[src/rtl/mac_tile_dual.sv]
// mac_tile_dual: systolic-array PE with a double-buffered stationary weight,
// an output-stationary mode fed by streamed weights, and a counted OS drain.
module mac_tile_dual #(
  parameter int bw        = 4,
  parameter int psum_bw   = 16,
  parameter int SAT       = 1,
  parameter int DRAIN_CYC = 8
) (
  input  logic               clk,
  input  logic               reset,
  input  logic [bw-1:0]      in_w,
  output logic [bw-1:0]      out_e,
  input  logic [1:0]         inst_w,
  output logic [1:0]         inst_e,
  input  logic [psum_bw-1:0] in_n,
  output logic [psum_bw-1:0] out_s,
  output logic               out_s_valid,
  input  logic               mode,
  input  logic               w_swap,
  input  logic               drain,
  output logic               busy
);

  localparam int CW = $clog2(DRAIN_CYC) + 1;

  typedef enum logic [1:0] {IDLE, WS, OS_ACC, OS_DRAIN} state_t;

  state_t             state;
  state_t             state_nx;
  logic [bw-1:0]      a_q;
  logic [1:0]         inst_q;
  logic [bw-1:0]      w_bank [0:1];
  logic               act_sel;
  logic               load_ready;
  logic [psum_bw-1:0] c_q;
  logic [bw-1:0]      ws_q;
  logic               drain_pend;
  logic [CW-1:0]      cnt;
  logic               capture;

  // signed(w) * unsigned(a) + c, formed one bit wider than psum so overflow is visible
  function automatic logic [psum_bw-1:0] mac(input logic [bw-1:0] a,
                                             input logic [bw-1:0] w,
                                             input logic [psum_bw-1:0] c);
    logic signed [2*bw:0]   prod;
    logic signed [psum_bw:0] sum;
    prod = (2*bw+1)'($signed(w)) * (2*bw+1)'($signed({1'b0, a}));
    sum  = (psum_bw+1)'(prod) + (psum_bw+1)'($signed(c));
    if (SAT != 0 && (sum[psum_bw] != sum[psum_bw-1]))
      return sum[psum_bw] ? {1'b1, {(psum_bw-1){1'b0}}} : {1'b0, {(psum_bw-1){1'b1}}};
    return sum[psum_bw-1:0];
  endfunction

  assign out_e   = a_q;
  assign inst_e  = inst_q;
  assign capture = inst_w[0] & load_ready;

  // state register
  always_ff @(posedge clk or negedge reset) begin
    if (!reset) state <= IDLE;
    else        state <= state_nx;
  end

  // next-state selection and south-facing outputs
  always_comb begin
    state_nx    = state;
    out_s       = '0;
    out_s_valid = 1'b0;
    busy        = 1'b0;
    case (state)
      IDLE: state_nx = mode ? OS_ACC : WS;
      WS: begin
        out_s       = mac(a_q, w_bank[act_sel], c_q);
        out_s_valid = inst_q[1];
        if (mode && (inst_w == 2'b00)) state_nx = OS_ACC;
      end
      OS_ACC: begin
        out_s = {{(psum_bw-bw){ws_q[bw-1]}}, ws_q};
        if (drain_pend && !inst_w[1]) state_nx = OS_DRAIN;
      end
      OS_DRAIN: begin
        out_s       = c_q;
        out_s_valid = 1'b1;
        busy        = 1'b1;
        if (cnt == CW'(DRAIN_CYC - 1)) state_nx = mode ? OS_ACC : WS;
      end
      default: state_nx = IDLE;
    endcase
  end

  // datapath, weight double buffer and drain bookkeeping
  always_ff @(posedge clk or negedge reset) begin
    if (!reset) begin
      a_q        <= '0;
      inst_q     <= '0;
      w_bank[0]  <= '0;
      w_bank[1]  <= '0;
      act_sel    <= 1'b0;
      load_ready <= 1'b1;
      c_q        <= '0;
      ws_q       <= '0;
      drain_pend <= 1'b0;
      cnt        <= '0;
    end else begin
      // A load pulse is forwarded east only when this tile has already
      // captured; with load_ready high it is either consumed or absent.
      inst_q <= (state == OS_DRAIN) ? 2'b00 : {inst_w[1], inst_w[0] & ~load_ready};

      case (state)
        WS: begin
          c_q <= (state_nx == OS_ACC) ? '0 : in_n;
          if (inst_w != 2'b00) a_q <= in_w;
        end
        OS_ACC: begin
          ws_q <= in_n[bw-1:0];
          if (inst_w[1]) begin
            a_q <= in_w;
            c_q <= mac(in_w, in_n[bw-1:0], c_q);
          end
          if (state_nx == OS_DRAIN) begin
            cnt        <= '0;
            drain_pend <= 1'b0;
          end else if (drain) begin
            drain_pend <= 1'b1;
          end
        end
        OS_DRAIN: begin
          c_q <= (state_nx != OS_DRAIN) ? '0 : in_n;
          cnt <= cnt + CW'(1);
        end
        default: ;
      endcase

      // capture goes to the current shadow slot; a same-cycle swap makes it active
      if (state != OS_DRAIN) begin
        if (capture) w_bank[~act_sel] <= in_w;
        if (w_swap) begin
          act_sel    <= ~act_sel;
          load_ready <= 1'b1;
        end else if (capture) begin
          load_ready <= 1'b0;
        end
      end
    end
  end

endmodule

[config.mk]
export PLATFORM = sky130hd
export DESIGN_NAME = mac_tile_dual
export DESIGN_NICKNAME = d
export VERILOG_FILES = /design/src/rtl/mac_tile_dual.sv
export SDC_FILE = /design/constraint.sdc
export NUM_CORES = 1
export LEC_CHECK = 0
export ABC_AREA = 1
export CAP_MARGIN = 20
export CELL_PAD_IN_SITES_DETAIL_PLACEMENT = 2
export CELL_PAD_IN_SITES_GLOBAL_PLACEMENT = 2
export CORE_ASPECT_RATIO = 1.1
export CORE_MARGIN = 2
export CORE_UTILIZATION = 34
export DETAILED_ROUTE_END_ITERATION = 10
export PLACE_DENSITY_LB_ADDON = 0.1
export SKIP_CTS_REPAIR_TIMING = 1
export SYNTH_ARGS = -nofsm -noshare
export SYNTH_HDL_FRONTEND = slang
export SYNTH_SLANG_ARGS = --single-unit
export TNS_END_PERCENT = 1
[constraint.sdc]
create_clock -name clk -period 8.7 [get_ports clk]
set_input_delay 2.61 -clock clk [delete_from_list [all_inputs] [get_ports clk]]
set_output_delay 2.61 -clock clk [all_outputs]
set_load 0.02 [all_outputs]
==> results_dict.tcl, run 1 <==
set metrics [dict create \
    finalHoldViolCount 0 \
    dieWidth_um 127 \
    whs_path_depth 2 \
    r2r_slack_ps 4710 \
    ios 51 \
    crit_slowest_cell "clkdlybuf4s50_1" \
    nNetsFinal 996 \
    synthDominantCellAreaShare_pct 18.7 \
    worstMarginPinSlew_ps 657 \
    hpwl_um 16300 \
    setup_violations 0 \
    cp_data_arrival_time_ps 5640 \
    gp_congestion 0.880 \
    cts_max_level 2 \
    antenna_cells 0 \
    tns_ps 0 \
    worst_r2r_endpoint "c_q[14]" \
    finalNonFillerCells 1069 \
    rows 49 \
    grt_usage_pct 22.4 \
    synthCells 817 \
    core_um2 16300 \
    path_max_fanout 15 \
    wl_um 19200 \
    status "complete, no violations" \
    critPathLaunchType "flop" \
    rr_worst_depth 14 \
    die_y_um 139 \
    grt_pass1_wl_um 31700 \
    crit_buf_inv 4 \
    cts_buffer_depth 2 \
    hold_start "ws_q[1]" \
    ys_seq_elements 43 \
    setup.worst_path.class "reg -> out" \
    cts_tree "done" \
    fill_cells 1960 \
    hold_path_end "ws_q[1]" \
    synth-seq-area-share_pct 19.1 \
    numCtsBuffers 5 \
    cp-startpoint "act_sel" \
    vias 5379 \
    synth_cell_types 37 \
    fin_crit_sh_pct 94.9 \
    endpoint_kind "output pin" \
    cts_sinks 43 \
    syn_area_um2 5630 \
    portBuffers 50 \
    ant_nets 0 \
    clk_latency_ps 290 \
    finalCriticalPeriod_ps 8250 \
    layout-drive-gt1-share_pct 6.59 \
    synth_top_area_cell "dfrtp_1" \
    first_pass_iters 4 \
    antenna_found_initial 0 \
    root_buffer "clkbuf_16" \
    grt_max_degree 44 \
    syn_avg_cell_area_um2 6.89 \
    via_per_inst 5.03 \
    report.final.slew_viol_count 0 \
    cp_common_cell "nand2_1" \
    dpl.cell_count 1059 \
    ys_top_cells_by_area "dfrtp_1 (19%), ha_1 (18%), nand2_1 (13%)" \
    maxCapViolations 0 \
    r2r_start "c_q[3]" \
    dieArea_um2 17600 \
    yosys_warnings 0 \
    slowest_delay_ps 610 \
    routedWlPerCell_um 17.9 \
    relSlewSlack_pct 56.2 \
    worstPathRequired_ps 6090 \
    rsz0062_at_grt "no" \
    synthToLayoutAreaGrowth_pct 15.5 \
    drtIter0Drc 218 \
    cp_cell_sequence "inv_1, or2_2, o21ai_2, nor2_1, fa_1, fa_1, inv_1, fa_1, inv_1, ha_1, a21oi_1, nand2_1, nand2_1, nand2_1, nand3_1, nand3_1, nand2_1, nand2_2, nand3_1, nand2_1, nand2_1, clkdlybuf4s50_1" \
    skew_ps 8.35 \
    clk_pin_slew_worst_paths_ps 60 \
    min-delay-path-class "reg -> reg" \
    grt_pass1_vias 6090 \
    synth_fp_nets 949 \
    grt_overflow 0 \
    drc 0 \
    initial_core_util_pct 34.5 \
    crit_family "adder cells" \
    max_freq_ghz 0.121 \
]
layout by cell type, fill, tap and decap left out, types with 2 or more instances in the layout:
cell,instances
nand2_1,193
xor2_1,9
dfrtp_1,42
a21oi_1,32
xnor2_1,8
inv_1,177
inv_2,8
nor3_1,7
mux2i_1,3
or2_2,4
nand3b_1,2
nand3_2,2
clkdlybuf4s50_1,49
clkbuf_16,5
nand3_1,59
o21ai_0,60
nand2_2,13
nor2_1,44
buf_4,2
a21oi_2,10
ha_1,81
buf_12,2
fa_1,24
nand4_1,8
o21bai_1,2
o21ai_1,2
worst max-delay path by stage:
stage,endpoint,slack [ps],cells after the start
floorplan,out_s[6],1520,20
global placement,out_s[1],700,19
detailed placement,out_s[1],400,19
CTS,out_s[1],100,19
global route,out_s[9],100,22
finish,out_s[9],450,22
synth_stat cells, drive strengths merged:
cell type  instances
nand2            206
dfrtp             42
dfstp              1
nor3b              1
nand4              8
a21o               1
nor3               8
or2                4
o22ai              1
o22a               1
fa                24
o21ai             63
o21a               1
a21oi             43
buf                7
xor2               9
mux2i              3
inv              185
xnor2              8
o21bai             2
nand3b             2
clkbuf             7
ha                81
nand3             62
o221ai             1
nor2              46
worst reg2reg max path, cell delays in order, from the launching register on:
cell     delay (ps)
dfrtp_1         400
fa_1            520
inv_1            60
fa_1            480
fa_1            540
fa_1            470
inv_1            90
nand2_1          70
nand3_1         200
nand2_1         140
nand3_1         130
nand2_2          90
a21oi_4         450
nand2_1         130
a21oi_1         150
routing by layer:
metal	track usage, %	part of all wire, %	up-vias
li1	-	-	2650
met1	28.4	44	2661
met2	41.9	53	49
met3	1.23	1.2	19
met4	4.80	1.6	0
met5	0	0	-
cell families (layout without fill, tap and decap cells):
group                      Yosys count  after routing  share of synthesized area, %
AOI/OAI and AO/OA                  113            113                          11.2
muxes                                3              3                         0.534
buffers and inverters              199            247                          13.9
DFF                                 43             43                          19.1
and+or+nand+nor                    337            337                          26.0
xor gates and xnor gates            17             17                          2.65
adders and majority gates          105            105                          26.5
registers in the layout, indices dropped and copies added (netlist names):
signal      count
out_e           4
drain_pend      1
act_sel         1
ws_q            4
w_bank          8
c_q            16
state           2
inst_e          2
load_ready      1
cnt             4
cell type report:
class / instances / area [µm²] / area share [%]
inverters: 185 / 694 / 10.7
multi-input cells: 575 / 3780 / 58.2
clock inverters: 2 / 12.5 / 0.193
flip-flops and latches: 43 / 1080 / 16.6
repair buffers: 54 / 551 / 8.47
well taps: 204 / 255 / 3.93
clock buffers: 6 / 129 / 1.98
through the flow:
stage | instance area (µm²) | util, % | worst slack, ps | hold WS [ps]
finish | 6500 | 39.8 | 447 | 498
global placement | 6300 | 38.7 | 697 | 472
global route | 6500 | 39.8 | 101 | 537
detailed placement | 6300 | 38.7 | 402 | 479
floorplan | 5630 | - | 1520 | 446
CTS | 6450 | 39.5 | 96.3 | 496
Power of run 1 is left out: the tool's default activity adds up to more than one toggle a clock period on the data nets, which glitch-free logic cannot reach.
==> run 2, diff against run 1 <==
Settings changed: GPL_TIMING_DRIVEN from default to 0.
==> run 2 against run 1 <==
Critical path depth increased by 2. First-iteration DRC count shrank 31%. Setup slack improved by 48 ps. Die area unchanged. Worst hold slack got worse by 14 ps. Flip-flop and latch count unchanged. Final cell count increased by 0.94%. Register-to-register slack improved by 130 ps. Via count fell by 0.43%. Sequential share of layout area fell by 0.10 points. Clock-buffer cell count down 1.
==> results_dict.tcl, run 2 (synthesis results as in run 1) <==
set metrics [dict create \
    status "complete, no violations" \
    drc 0 \
    grt_usage_pct 22.6 \
    grt_overflow 0 \
    die_y_um 139 \
    report.final.slew_viol_count 0 \
    finalCriticalPeriod_ps 8210 \
    setup_violations 0 \
    core_um2 16300 \
    wl_um 18700 \
    final_util_pct 40.1 \
    most-common-layout-cells "nand2_1 (193), inv_1 (177), ha_1 (81)" \
    routedWlPerCell_um 17.4 \
    cts_buffer_depth 2 \
    seq_area_um2 1080 \
    gp_congestion 0.871 \
    worstPathRequired_ps 6090 \
    initial_core_util_pct 34.5 \
    top_register "c_q" \
    fill_cells 1952 \
    cts_sinks 43 \
    layout-drive-gt1-share_pct 7.20 \
    largest_registers "c_q (16), w_bank (8)" \
    clk_pin_slew_worst_paths_ps 70 \
    skew_ps 6.51 \
    finalHoldWorstSlack_ps 483 \
    rsz0062_at_grt "no" \
    numCtsBuffers 5 \
    min-delay-path-class "reg -> reg" \
    vias 5356 \
    cp_data_arrival_time_ps 5600 \
    cts_tree "done" \
    antenna_found_initial 0 \
    clk_latency_ps 300 \
    critPathLaunchType "flop" \
    maxCapViolations 0 \
    rr_worst_depth 17 \
    finalNonFillerCells 1079 \
    root_buffer "clkbuf_16" \
    drtIter0Drc 151 \
    ant_nets 0 \
    grt_pass1_wl_um 31800 \
    nNetsFinal 1006 \
    layout_commonest_cell "nand2_1" \
    portBuffers 50 \
    grt_max_degree 38 \
    fin_crit_sh_pct 94.3 \
    dieArea_um2 17600 \
    setup.worst_path.class "reg -> out" \
    dieWidth_um 127 \
    multi_input_area_um2 3770 \
    endpoint_kind "output pin" \
    via_per_inst 4.96 \
    whs_path_depth 2 \
    dpl.cell_count 1072 \
    rows 49 \
    synthToLayoutAreaGrowth_pct 16.3 \
    relSlewSlack_pct 45.4 \
    max_freq_ghz 0.122 \
    worstMarginPinSlew_ps 813 \
    path_max_fanout 10 \
    hpwl_um 16300 \
    largest_reg_flops 16 \
    finalHoldViolCount 0 \
    antenna_cells 0 \
    first_pass_iters 4 \
    grt_pass1_vias 6132 \
    ios 51 \
    cts_max_level 2 \
]
[run 2: worst paths after layout]
path / start / to / slack [ps]
max: act_sel / out_s[8] / 490
min: w_bank[4] / w_bank[4] / 480
max reg2reg: c_q[3] / c_q[11] / 4840
min reg2reg: w_bank[4] / w_bank[4] / 480
max in group asynchronous: reset / load_ready / 6040
min in group asynchronous: reset / cnt[2] / 2150
[run 2: through the flow]
stage / TNS [ps] / cell area [µm²] / setup slack (ps)
floorplan: 0 / 5630 / 1520
global placement: 0 / 6380 / 171
detailed placement: -0.759 / 6400 / -0.759
CTS: -3630 / 6540 / -336
global route: 0 / 6550 / 26.8
finish: 0 / 6550 / 494
[run 2: cell type report]
cell class | instances | area share (%)
flip-flops and latches | 43 | 16.5
repair buffers | 51 | 7.88
plain buffers | 13 | 1.30
inverters | 185 | 10.6
well taps | 204 | 3.90
clock inverters | 3 | 0.306
clock buffers | 5 | 1.91
multi-input cells | 575 | 57.6
[run 2: per-layer routing]
layer  track usage, %  up-vias  wire (µm)
met2             41.6       40       9630
li1                 -     2669          -
met3             1.54        9        248
met5                0        -          0
met4             3.76        0        165
met1             29.6     2638       8700
[run 2: worst max-delay path, stage by stage (launching register included)]
cell,delay (ps)
dfrtp_2,460
inv_1,100
or2_2,290
o21ai_2,170
inv_2,200
nand2_1,130
fa_1,420
fa_1,510
fa_1,610
inv_1,60
ha_1,270
nand3_1,60
nand2_1,170
nand2_1,100
nand2_1,110
nand3_1,110
nand2_1,100
nand2_1,90
nand2_1,120
nor2_2,60
nor2_4,180
buf_6,180
nand2_1,90
nand2_1,70
clkdlybuf4s50_1,610
Power of run 2 is left out for the same reason.
